**src/rtl/psum_acc_pkg.sv**
```systemverilog
// Shared types and default sizes for the partial-sum accumulator.
package psum_acc_pkg;

  localparam int IN_SIZE_DEF  = 21;
  localparam int ACC_SIZE_DEF = 32;
  localparam int CNT_SIZE_DEF = 8;

  typedef enum logic [0:0] {
    IDLE  = 1'b0,
    ACCUM = 1'b1
  } state_e;

  // Resolved beat held between the resolve and accumulate stages.
  typedef struct packed {
    logic [ACC_SIZE_DEF-1:0] s;
    logic                    first;
    logic                    last;
  } stage_a_t;

endpackage

```
**src/rtl/psum_accumulator_if.sv**
```systemverilog
// Input beat and output result handshakes of psum_accumulator.
// ovf_o exists only when PSUM_ACC_SATURATE_EN is defined.
interface psum_accumulator_if
  import psum_acc_pkg::*;
#(
  parameter int IN_SIZE  = IN_SIZE_DEF,
  parameter int ACC_SIZE = ACC_SIZE_DEF,
  parameter int CNT_SIZE = CNT_SIZE_DEF
);
  logic                valid_i;
  logic                ready_o;
  logic [IN_SIZE-1:0]  sum_i;
  logic [IN_SIZE-1:0]  carry_i;
  logic                first_i;
  logic                last_i;
  logic                valid_o;
  logic                ready_i;
  logic [ACC_SIZE-1:0] acc_o;
  logic [CNT_SIZE-1:0] cnt_o;
  logic                restart_o;
`ifdef PSUM_ACC_SATURATE_EN
  logic                ovf_o;
`endif

  modport slave (
    input  valid_i, sum_i, carry_i, first_i, last_i, ready_i,
`ifdef PSUM_ACC_SATURATE_EN
    output ovf_o,
`endif
    output ready_o, valid_o, acc_o, cnt_o, restart_o
  );

  modport master (
    output valid_i, sum_i, carry_i, first_i, last_i, ready_i,
`ifdef PSUM_ACC_SATURATE_EN
    input  ovf_o,
`endif
    input  ready_o, valid_o, acc_o, cnt_o, restart_o
  );
endinterface

```
**src/rtl/psum_accumulator_sat_add.sv**
```systemverilog
// sat_add: W-bit signed adder; with PSUM_ACC_SATURATE_EN it clamps to the
// signed range and flags the clamp on ovf_o, otherwise it wraps.
module sat_add #(
  parameter int W = 32
) (
  input  logic [W-1:0] a_i,
  input  logic [W-1:0] b_i,
`ifdef PSUM_ACC_SATURATE_EN
  output logic         ovf_o,
`endif
  output logic [W-1:0] y_o
);
`ifdef PSUM_ACC_SATURATE_EN
  logic [W-1:0] raw_s;
  logic         ovf_s;

  assign raw_s = a_i + b_i;
  // Overflow only when both operands share a sign the result lacks.
  assign ovf_s = (a_i[W-1] == b_i[W-1]) && (raw_s[W-1] != a_i[W-1]);
  assign ovf_o = ovf_s;

  always_comb begin
    y_o = raw_s;
    if (ovf_s) begin
      y_o = a_i[W-1] ? {1'b1, {(W-1){1'b0}}} : {1'b0, {(W-1){1'b1}}};
    end else begin
      y_o = raw_s;
    end
  end
`else
  assign y_o = a_i + b_i;
`endif
endmodule

```
**src/rtl/sign_extender.sv**
```systemverilog
// Sign-extends a two's-complement vector from IN_W to OUT_W bits.
module sign_extender #(
  parameter int IN_W  = 21,
  parameter int OUT_W = 32
) (
  input  logic [IN_W-1:0]  in_i,
  output logic [OUT_W-1:0] out_o
);
  assign out_o = {{(OUT_W-IN_W){in_i[IN_W-1]}}, in_i};
endmodule

```
**src/rtl/psum_accumulator.sv**
```systemverilog
// Resolves (sum, carry) pairs and accumulates them per first/last group.
// Define PSUM_ACC_SATURATE_EN for clamping arithmetic and the ovf_o flag.
module psum_accumulator
  import psum_acc_pkg::*;
#(
  parameter int IN_SIZE  = IN_SIZE_DEF,
  parameter int ACC_SIZE = ACC_SIZE_DEF,
  parameter int CNT_SIZE = CNT_SIZE_DEF
) (
  input  logic               clk_i,
  input  logic               rst_i,
  psum_accumulator_if.slave  bus
);
  logic [ACC_SIZE-1:0] sum_ext_s, carry_ext_s;
  logic                ready_o_s, blocked_s, in_hs_s, b_take_s;
  stage_a_t            a_d, a_q;
  logic                a_valid_d, a_valid_q;

  state_e              state_d, state_q;
  logic [ACC_SIZE-1:0] acc_d, acc_q, add_y_s;
  logic [CNT_SIZE-1:0] cnt_d, cnt_q;
  logic                valid_o_d, valid_o_q;
  logic [ACC_SIZE-1:0] acc_o_d, acc_o_q;
  logic [CNT_SIZE-1:0] cnt_o_d, cnt_o_q;
  logic                restart_d, restart_q;
  logic                start_s;
`ifdef PSUM_ACC_SATURATE_EN
  logic                add_ovf_s;
  logic                grp_ovf_d, grp_ovf_q;
  logic                ovf_o_d, ovf_o_q;
`endif

  sign_extender #(.IN_W(IN_SIZE), .OUT_W(ACC_SIZE)) u_sext_sum (
    .in_i (bus.sum_i),
    .out_o(sum_ext_s)
  );

  sign_extender #(.IN_W(IN_SIZE), .OUT_W(ACC_SIZE)) u_sext_carry (
    .in_i (bus.carry_i),
    .out_o(carry_ext_s)
  );

  sat_add #(.W(ACC_SIZE)) u_sat_add (
    .a_i  (acc_q),
    .b_i  (a_q.s),
`ifdef PSUM_ACC_SATURATE_EN
    .ovf_o(add_ovf_s),
`endif
    .y_o  (add_y_s)
  );

  // Only a closing beat can stall, and only behind an untaken result.
  assign blocked_s = a_q.last & valid_o_q & ~bus.ready_i;
  assign ready_o_s = ~a_valid_q | ~blocked_s;
  assign in_hs_s   = bus.valid_i & ready_o_s;
  assign b_take_s  = a_valid_q & ~blocked_s;

  always_comb begin
    a_d       = a_q;
    a_valid_d = a_valid_q;
    if (in_hs_s) begin
      a_d.s     = sum_ext_s + carry_ext_s;
      a_d.first = bus.first_i;
      a_d.last  = bus.last_i;
      a_valid_d = 1'b1;
    end else if (b_take_s) begin
      a_valid_d = 1'b0;
    end else begin
      a_valid_d = a_valid_q;
    end
  end

  always_comb begin
    state_d   = state_q;
    acc_d     = acc_q;
    cnt_d     = cnt_q;
    restart_d = 1'b0;
    start_s   = 1'b1;
    valid_o_d = valid_o_q & ~bus.ready_i;
    acc_o_d   = acc_o_q;
    cnt_o_d   = cnt_o_q;
`ifdef PSUM_ACC_SATURATE_EN
    grp_ovf_d = grp_ovf_q;
    ovf_o_d   = ovf_o_q;
`endif
    if (b_take_s) begin
      case (state_q)
        IDLE:    start_s = 1'b1;
        ACCUM: begin
          start_s   = a_q.first;
          restart_d = a_q.first;
        end
        default: start_s = 1'b1;
      endcase
      if (start_s) begin
        acc_d = a_q.s;
        cnt_d = CNT_SIZE'(1);
`ifdef PSUM_ACC_SATURATE_EN
        grp_ovf_d = 1'b0;
`endif
      end else begin
        acc_d = add_y_s;
        cnt_d = cnt_q + CNT_SIZE'(1);
`ifdef PSUM_ACC_SATURATE_EN
        grp_ovf_d = grp_ovf_q | add_ovf_s;
`endif
      end
      state_d = a_q.last ? IDLE : ACCUM;
      // A new publish wins over a same-cycle ready_i.
      if (a_q.last) begin
        valid_o_d = 1'b1;
        acc_o_d   = acc_d;
        cnt_o_d   = cnt_d;
`ifdef PSUM_ACC_SATURATE_EN
        ovf_o_d   = grp_ovf_d;
`endif
      end else begin
        valid_o_d = valid_o_q & ~bus.ready_i;
      end
    end else begin
      state_d = state_q;
    end
  end

  always_ff @(posedge clk_i or posedge rst_i) begin
    if (rst_i) begin
      a_q       <= '0;
      a_valid_q <= 1'b0;
      state_q   <= IDLE;
      acc_q     <= '0;
      cnt_q     <= '0;
      valid_o_q <= 1'b0;
      acc_o_q   <= '0;
      cnt_o_q   <= '0;
      restart_q <= 1'b0;
`ifdef PSUM_ACC_SATURATE_EN
      grp_ovf_q <= 1'b0;
      ovf_o_q   <= 1'b0;
`endif
    end else begin
      a_q       <= a_d;
      a_valid_q <= a_valid_d;
      state_q   <= state_d;
      acc_q     <= acc_d;
      cnt_q     <= cnt_d;
      valid_o_q <= valid_o_d;
      acc_o_q   <= acc_o_d;
      cnt_o_q   <= cnt_o_d;
      restart_q <= restart_d;
`ifdef PSUM_ACC_SATURATE_EN
      grp_ovf_q <= grp_ovf_d;
      ovf_o_q   <= ovf_o_d;
`endif
    end
  end

  assign bus.ready_o   = ready_o_s;
  assign bus.valid_o   = valid_o_q;
  assign bus.acc_o     = acc_o_q;
  assign bus.cnt_o     = cnt_o_q;
  assign bus.restart_o = restart_q;
`ifdef PSUM_ACC_SATURATE_EN
  assign bus.ovf_o     = ovf_o_q;
`endif
endmodule

```
**src/flat_wrapper.sv**
```systemverilog
// flat-port wrapper written by rule: the top's interface ports become plain ports
module psum_accumulator_flat import psum_acc_pkg::*;
#(
  parameter int IN_SIZE  = IN_SIZE_DEF,
  parameter int ACC_SIZE = ACC_SIZE_DEF,
  parameter int CNT_SIZE = CNT_SIZE_DEF
)
  (clk_i, rst_i, bus_valid_i, bus_sum_i, bus_carry_i, bus_first_i, bus_last_i, bus_ready_i, bus_ready_o, bus_valid_o, bus_acc_o, bus_cnt_o, bus_restart_o);
  psum_accumulator_if #(.IN_SIZE(IN_SIZE), .ACC_SIZE(ACC_SIZE), .CNT_SIZE(CNT_SIZE)) bus_i ();
  input  logic clk_i;
  input  logic rst_i;
  input wire logic [$bits(bus_i.valid_i)-1:0] bus_valid_i;
  input wire logic [$bits(bus_i.sum_i)-1:0] bus_sum_i;
  input wire logic [$bits(bus_i.carry_i)-1:0] bus_carry_i;
  input wire logic [$bits(bus_i.first_i)-1:0] bus_first_i;
  input wire logic [$bits(bus_i.last_i)-1:0] bus_last_i;
  input wire logic [$bits(bus_i.ready_i)-1:0] bus_ready_i;
  output wire logic [$bits(bus_i.ready_o)-1:0] bus_ready_o;
  output wire logic [$bits(bus_i.valid_o)-1:0] bus_valid_o;
  output wire logic [$bits(bus_i.acc_o)-1:0] bus_acc_o;
  output wire logic [$bits(bus_i.cnt_o)-1:0] bus_cnt_o;
  output wire logic [$bits(bus_i.restart_o)-1:0] bus_restart_o;
  assign bus_i.valid_i = bus_valid_i;
  assign bus_i.sum_i = bus_sum_i;
  assign bus_i.carry_i = bus_carry_i;
  assign bus_i.first_i = bus_first_i;
  assign bus_i.last_i = bus_last_i;
  assign bus_i.ready_i = bus_ready_i;
  assign bus_ready_o = bus_i.ready_o;
  assign bus_valid_o = bus_i.valid_o;
  assign bus_acc_o = bus_i.acc_o;
  assign bus_cnt_o = bus_i.cnt_o;
  assign bus_restart_o = bus_i.restart_o;
  psum_accumulator #(.IN_SIZE(IN_SIZE), .ACC_SIZE(ACC_SIZE), .CNT_SIZE(CNT_SIZE)) u_core (.clk_i(clk_i), .rst_i(rst_i), .bus(bus_i));
endmodule
```
**config.mk**
```make
export PLATFORM = sky130hd
export DESIGN_NAME = psum_accumulator_flat
export DESIGN_NICKNAME = d
export VERILOG_FILES = /design/src/rtl/psum_acc_pkg.sv /design/src/rtl/psum_accumulator_if.sv /design/src/rtl/psum_accumulator_sat_add.sv /design/src/rtl/sign_extender.sv /design/src/rtl/psum_accumulator.sv /design/src/flat_wrapper.sv
export SDC_FILE = /design/constraint.sdc
export NUM_CORES = 1
export LEC_CHECK = 0
export ABC_AREA = 1
export CORE_ASPECT_RATIO = 0.6
export CORE_MARGIN = 4
export CORE_UTILIZATION = 52
export DETAILED_ROUTE_END_ITERATION = 6
export HOLD_SLACK_MARGIN = 0.12
export PLACE_DENSITY = 0.79
export SLEW_MARGIN = 20
export SYNTH_ARGS = -nofsm -noshare
export SYNTH_HDL_FRONTEND = slang
export SYNTH_SLANG_ARGS = --single-unit
```
**constraint.sdc**
```tcl
create_clock -name clk_i -period 3.7 [get_ports clk_i]
set_clock_uncertainty 0.1 [all_clocks]
set_input_delay 0.74 -clock clk_i [delete_from_list [all_inputs] [get_ports clk_i]]
set_output_delay 0.74 -clock clk_i [all_outputs]
set_load 0.02 [all_outputs]
```
Yosys cells after proc, flatten, opt, wreduce, memory -nomap -nowiden:

Cells that the tools add are included.

* bits in writable memories: 0
* bits of input ports: 48
* memories kept: 0
* register bits after elaboration: 118
* latch bits: 0
* ROM bits: 0

* multiply operators: 0
* $lt $le $gt $ge: 0
* add/subtract/negate cells: 3
* eq/ne operators: 0
* multiplexer cells: 11
* reductions and logical operators: 2
* shifts and indexed selects: 0
* bitwise operators: 10
* divide/modulo/power cells: 0

Operators with widths (number)
* $add A32 B32 Y32: 1
* $mux W32: 1
* $add A21 B21 Y22: 1
* $add A8 B1 Y8 const B: 1
* $mux W1: 8
* $mux W8: 1
* $and A1 B1 Y1: 5
* $not A1 Y1: 4
* $pmux W1 S2: 1
* $reduce_and A2 Y1: 1
* $reduce_bool A2 Y1: 1
* $or A1 B1 Y1: 1

Depth between registers and ports, before layout:

* depth after elaboration: 6
* mapped depth: 16
* mapped depth without buffers: 16

Cells and area by module:

A second synthesis with hierarchy kept.

* cell total of the unflattened synthesis: 1614
* area, all modules: 10027.1 um2

Modules (own cells, without submodules)
* psum_accumulator: cells each 1059, instances 1, area an instance 7223.2 um2
* sat_add: cells each 491, instances 1, area an instance 2323.5 um2
* sign_extender: cells each 32, instances 2, area an instance 240.2 um2

Least setup slack after synthesis:

OpenSTA, ideal clock, no wires.

* path type: input -> register
* start point: input port bus_carry_i[0]
* end point: register u_core.a_q[18] (netlist name)
* arrival time: 2.104 ns
* buffers on the path: 0
* cell stages on the path: 11
* slack: 1.378 ns
* library setup time: 0.118 ns
* required time: 3.482 ns
* cells stage by stage: ha_1 -> inv_1 -> fa_1 -> o21ai_2 -> a21oi_1 -> o21ai_2 -> nand2_1 -> nand2_1 -> nand2_1 -> nand3_1 -> nand2_1

* word-level cells in the longest chain between the ends: 1

Ends and longest elaborated chain
* from (decl): RTL line flat_wrapper.sv:14 `input wire logic [$bits(bus_i.carry_i)-1:0] bus_carry_i;`
* $add A21 B21 Y22: RTL line psum_accumulator.sv:62 `a_d.s = sum_ext_s + carry_ext_s;`
* to (signal assigned): RTL line psum_accumulator.sv:127 `a_q <= '0;`
* to (signal assigned): RTL line psum_accumulator.sv:141 `a_q <= a_d;`
* to (decl): RTL line psum_accumulator.sv:16 `stage_a_t a_d, a_q;`

Every way passes these cells.
A chain may end at the register's enable or synchronous reset.

Final worst setup path:

* start point: input port bus_ready_i
* end point: output port bus_ready_o

* word-level cells in the longest chain between the ends: 4

Ends and longest elaborated chain
* from (decl): RTL line flat_wrapper.sv:17 `input wire logic [$bits(bus_i.ready_i)-1:0] bus_ready_i;`
* $not A1 Y1: RTL line psum_accumulator.sv:53 `assign blocked_s = a_q.last & valid_o_q & ~bus.ready_i;`
* $and A1 B1 Y1: RTL line psum_accumulator.sv:53
* $not A1 Y1: RTL line psum_accumulator.sv:54 `assign ready_o_s = ~a_valid_q | ~blocked_s;`
* $or A1 B1 Y1: RTL line psum_accumulator.sv:54
* to (decl): RTL line flat_wrapper.sv:18 `output wire logic [$bits(bus_i.ready_o)-1:0] bus_ready_o;`

Every way passes these cells.

==> impl_metrics.toml <==
[synthesis]
synth_fp_nets = 1326
ys_seq_area_share_pct = 33.6
synth_ff_type = "dfrtp_1"
netlist_area_mm2 = 0.00804
syn_area_per_cell_um2 = 6.58
synth-edff-count = 0
async_reset_ff_share_pct = 100
synth.distinct_cells = 35
syn_inst = 1223
ys_ff_latch = 108
yosys_warnings = 0

[clock_tree]
clk_latency_ns = 0.36
numCtsBuffers = 9
cts.sinks = 108
htreeDepth = 3
post_cts_buffers = 0
postCtsResizedCells = 0
postCtsHoldBufs = 0
cts_max_path_buffers = 2
root_buffer = "clkbuf_16"
cts_tree = "built"
cts.clk_slew.worst_paths_ns = 0.07

[sta]
rsz0062_at_grt = "no"
hold_slack_ns = 0.380
period_share_pct = 78.0
period_minus_slack_ns = 2.89
clock.fmax_mhz = 346
drv_slew = 0
setup-tns-final_ns = 0
worstMarginPinSlew_ns = 0.692
setup_violations = 0
slew_headroom_pct = 53.8
hold_viol = 0

[die]
initial_core_util_pct = 54.3
die_w_um = 169
ioPinCount = 91
core-area_mm2 = 0.0148
die_h_um = 104
die_area_mm2 = 0.0176
rows = 34

[finish]
drive_above_1_share_pct = 5.34
finalNonFillerCells = 1510
final_core_util_pct = 64.0
syn_to_final_growth_pct = 17.8
layout_common_cells = "nand2_1 (500), inv_1 (152), dfrtp_1 (108)"
layout_commonest_cell = "nand2_1"
num_antenna_cells = 0
nNetsFinal = 1410

[detailed_routing]
vias = 8015
first_iter_violations = 875
wl_met3_mm = 2.74
routed_wl_mm = 23.1
top_layer = "met4"
wl_per_cell_um = 15.3
dr.pass1.iters = 5
avgViaCountPerCell = 5.31
wl_met2_mm = 8.14
drc = 0
antenna_left = 0
wl_met1_mm = 12.1

[worst_setup_path]
crit_path_max_fanout = 3
cp-end-kind = "output port"
crit_buf_inv = 2
startpoint_type = "input port"
crit_top_cell = "clkdlybuf4s50_1"
worst_ep_arrival_time_ns = 2.05
path_class = "in -> out"
worstPathCellList = "clkdlybuf4s50_1 > nor2_1 > nand3_1 > clkdlybuf4s50_1"
slowest_delay_ns = 0.57
critPathRequiredTime_ns = 2.86
crit_path_top_delay_cell = "clkdlybuf4s50_1"
cp_top_family = "buffers and inverters"

[power]
p_per_area_mw_per_mm2 = 710
peakVddDrop_uv = 506
power_leakage_nw = 5.12
power_mw = 6.72

[job]
drv_cap = 0

[run_status]
outcome = "finished clean"

[global_routing]
grt_first_pass_wirelength_mm = 37.5
track_usage_pct = 26.2
overflow = 0
grt_max_degree = 57
antenna_found_initial = 0
grt_pass1_vias = 7345

[placed_design]
hpwl_mm = 18.0
dp.cells = 1494
gp_congestion = 1.00
portBuffers = 90

[min_path]
min_path_type = "reg -> reg"
-- metrics by stage --
stage	area (µm²)	setup slack, ns
6_report	9470	0.814
5_1_grt	9470	0.700
4_1_cts	9470	0.800
3_5_place_dp	9170	0.552
3_3_place_gp	9170	0.568
2_1_floorplan	8040	0.0144
-- per-layer routing --
| metal | vias to the layer above | track usage [%] |
|---|---|---|
| met5 | - | 0 |
| met4 | 0 | 3.18 |
| met3 | 17 | 8.05 |
| met2 | 355 | 31.7 |
| met1 | 3614 | 44.9 |
| li1 | 4029 | - |
-- layout make-up --
cell class	instances	area [µm²]
Fill cell	1366	5330
Multi-Input combinational cell	926	4620
Sequential cell	108	2700
Timing Repair Buffer	100	988
Inverter	162	611
Tap cell	198	248
Clock buffer	9	225
Clock inverter	7	81.3
-- state kept, by name, summed over array words and instances (netlist names) --
name,flops
u_core.a_q,24
u_core.a_valid_q,1
u_core.acc_q,32
u_core.bus.acc_o,32
u_core.bus.cnt_o,8
u_core.bus.restart_o,1
u_core.bus.valid_o,1
u_core.cnt_q,8
u_core.state_q,1
-- path summary, 6_finish.rpt --
kind | startpoint | slack [ns] | depth (start not counted) | to
worst min-delay path | u_core.bus.acc_o[19] | 0.38 | 2 | u_core.bus.acc_o[19]
worst max register to register | u_core.a_q[32] | 1.12 | 11 | u_core.bus.acc_o[27]
worst min register to register | u_core.bus.acc_o[19] | 0.38 | 2 | u_core.bus.acc_o[19]
max in group asynchronous | rst_i | 1.92 | 4 | u_core.bus.cnt_o[7]
min in group asynchronous | rst_i | 0.71 | 2 | u_core.a_q[19]
worst max-delay path | bus_ready_i | 0.81 | 4 | bus_ready_o
-- worst register-to-register path, stage by stage (launching register included) --
cell	delay (ns)
dfrtp_1	0.73
ha_1	0.41
a21oi_1	0.29
nand2_1	0.12
inv_1	0.07
nand2_1	0.05
a21oi_1	0.23
nand3_1	0.11
nand3_1	0.10
nand2_1	0.09
nand2_1	0.10
nand2_1	0.06
-- report_power, final --
| group | switching (mW) | internal [mW] |
|---|---|---|
| clock network | 0.477 | 0.538 |
| registers | 0.278 | 1.57 |
| logic | 2.41 | 1.45 |
-- logic make-up after synthesis --
logic type,count (synthesis),synth area share [%]
DFF,108,33.6
xor gates and xnor gates,23,2.51
and+or+nand+nor,712,36.4
buffers and inverters,189,9.07
adders and majority gates,55,8.74
AOI/OAI and AO/OA,136,9.69
-- synthesized netlist by cell type, types with 9 or more instances --
cell,instances,area share (%)
nand3_1,86,5.4
xnor2_1,16,1.7
dfrtp_1,108,34
clkbuf_1,13,0.61
nand2_1,500,23
nor2_1,73,3.4
a21oi_1,39,2.4
buf_2,13,0.81
nor3_1,9,0.56
o21ai_0,49,3.0
or2_2,9,0.70
nand4_1,12,0.93
nand2_2,12,0.93
ha_1,53,8.2
inv_1,153,7.1
Note: power is estimated with default switching activity, not from simulation.
==> RTL edit (same flow settings) <==
Make the reset (`rst_i`) synchronous in one clocked block.
--- a/src/rtl/psum_accumulator.sv
+++ b/src/rtl/psum_accumulator.sv
@@ -122,7 +122,7 @@
     end
   end
 
-  always_ff @(posedge clk_i or posedge rst_i) begin
+  always_ff @(posedge clk_i) begin
     if (rst_i) begin
       a_q       <= '0;
       a_valid_q <= 1'b0;
Check against the original RTL: differs if rst_i is asserted again (counterexample within 4 cycles, from zero or initial values and one cycle with rst_i high); with rst_i held inactive, the same outputs for 4 cycles.
==> RTL edit against the unedited design <==
  * Register-to-register slack worse by 0.10 ns
  * Setup slack lost 0.069 ns
  * Area after synthesis fell by 0.16%
  * Via count rose by 5.3%
  * Sequential cell count did not move
  * Cell area decreased by 0.83%
  * Wire length is 1.2% higher
  * First-iteration DRC count decreased by 1.6%
  * Non-clock buffer count is 3 lower
  * Critical endpoint is now u_core.a_q[18]$_SDFFE_PP0P_
Power is not compared: it rests on default switching activity, and its combinational part moved more than twofold at a synthesized area within 25%.
==> RTL edit: results (changes against the unedited design) <==
Vias in the first global route: 7574 (+3.1%)
Post-Syn Area per Cell: 6.03 µm² (-8.3%)
Reg2reg setup slack: 1.02 ns (-0.10 ns)
Min-delay src: u_core.bus.acc_o[29]$_SDFFE_PP0P_
Largest net degree at the start of global routing: 73 (+28%)
Critical Path Source: bus_carry_i[0]
Routability Congestion: 1.05 (+4.5%)
1st-iter DRT viols: 861 (-1.6%)
Top post-synthesis cells by area: dfxtp_1 27%, nand2_1 19%, inv_1 10%, ha_1 8.3%, nor2_1 7.2%
Ys async rst share: 0 (-1.00)
Post-Syn Nets: 1434 (+8.1%)
Crit path DAT: 3.11 ns (+1.06 ns)
Post-Place Cell Area: 0.00907 mm² (-1.1%)
Layout cells sized above 1: 0.0419 (-0.0115)
Pre-antenna DRT Iters: 6 (+1)
Via count: 8436 (+5.3%)
WHS Endpoint: u_core.bus.acc_o[29]$_SDFFE_PP0P_
Routed WL: 23400 µm (+1.2%)
Synth top cells by count: 398 x nand2_1, 220 x inv_1, 154 x nor2_1
Filler cells: 1455 (+6.5%)
Status: completed
Sequential area share after synthesis: 0.269 (-0.0668)
Worst slew pin tran: 0.754 ns (+0.0618 ns)
Cell variety after synth: 41 (+17%)
Post-Layout Cell Count: 1606 (+6.4%)
Prevailing post-synth register cell: dfxtp_1
==> RTL edit: worst max path at each step <==
stage	cells after the start	end
global route	14	u_core.a_q[18]$_SDFFE_PP0P_
detailed placement	14	u_core.a_q[18]$_SDFFE_PP0P_
floorplan	13	u_core.a_q[18]$_SDFFE_PP0P_
finish	14	u_core.a_q[18]$_SDFFE_PP0P_
CTS	14	u_core.a_q[18]$_SDFFE_PP0P_
global placement	11	u_core.a_q[21]$_SDFFE_PP0P_
==> RTL edit: metal layers <==
metal,vias to the layer above,GRT usage,share of wire
met2,353,0.351,0.36
met5,-,0.0377,0.0040
li1,4320,-,-
met1,3737,0.428,0.53
met3,24,0.0676,0.10
met4,2,0.0376,0.0079
==> RTL edit: area by class of cell <==
cell class,instances,share of cell area
clock inverters,7,0.0109
flip-flops and latches,108,0.230
well taps,198,0.0264
clock buffers,9,0.0240
inverters,225,0.0899
multi-input cells,962,0.518
repair buffers,97,0.101
==> RTL edit: kinds of logic after synthesis <==
logic type,share of synthesized area
adders and majority gates,0.0876
AOI/OAI and AO/OA,0.128
buffers and inverters,0.125
DFF,0.269
xor gates and xnor gates,0.0251
and+or+nand+nor,0.364
muxes,0.00125
==> RTL edit: where the power goes <==
part           switching (W)  leakage, nW  internal (W)  total [W]
Combinational       0.000541         4.01      0.000315   0.000856
Clock               0.000520        0.160      0.000551    0.00107
Sequential         0.0000564        0.885       0.00123    0.00128
==> RTL edit: per-stage QoR <==
step                setup WS (ns)   util  hold slack (ns)
floorplan                    1.33      -            0.344
global placement            0.531  0.612            0.337
detailed placement          0.470  0.612            0.339
CTS                         0.817  0.635            0.357
global route                0.660  0.635            0.372
finish                      0.745  0.635            0.353
==> RTL edit: worst max-delay path, stage by stage <==
cell and delay, ns:
clkdlybuf4s50_1 0.46, ha_1 0.20, inv_1 0.10, fa_1 0.47, o21ai_2 0.30, nand2_1 0.11, nand2_2 0.12, nand2_2 0.06
nand2_2 0.10, nand3_1 0.12, nand3_1 0.10, nand3_1 0.09, nand2_1 0.09, inv_1 0.04
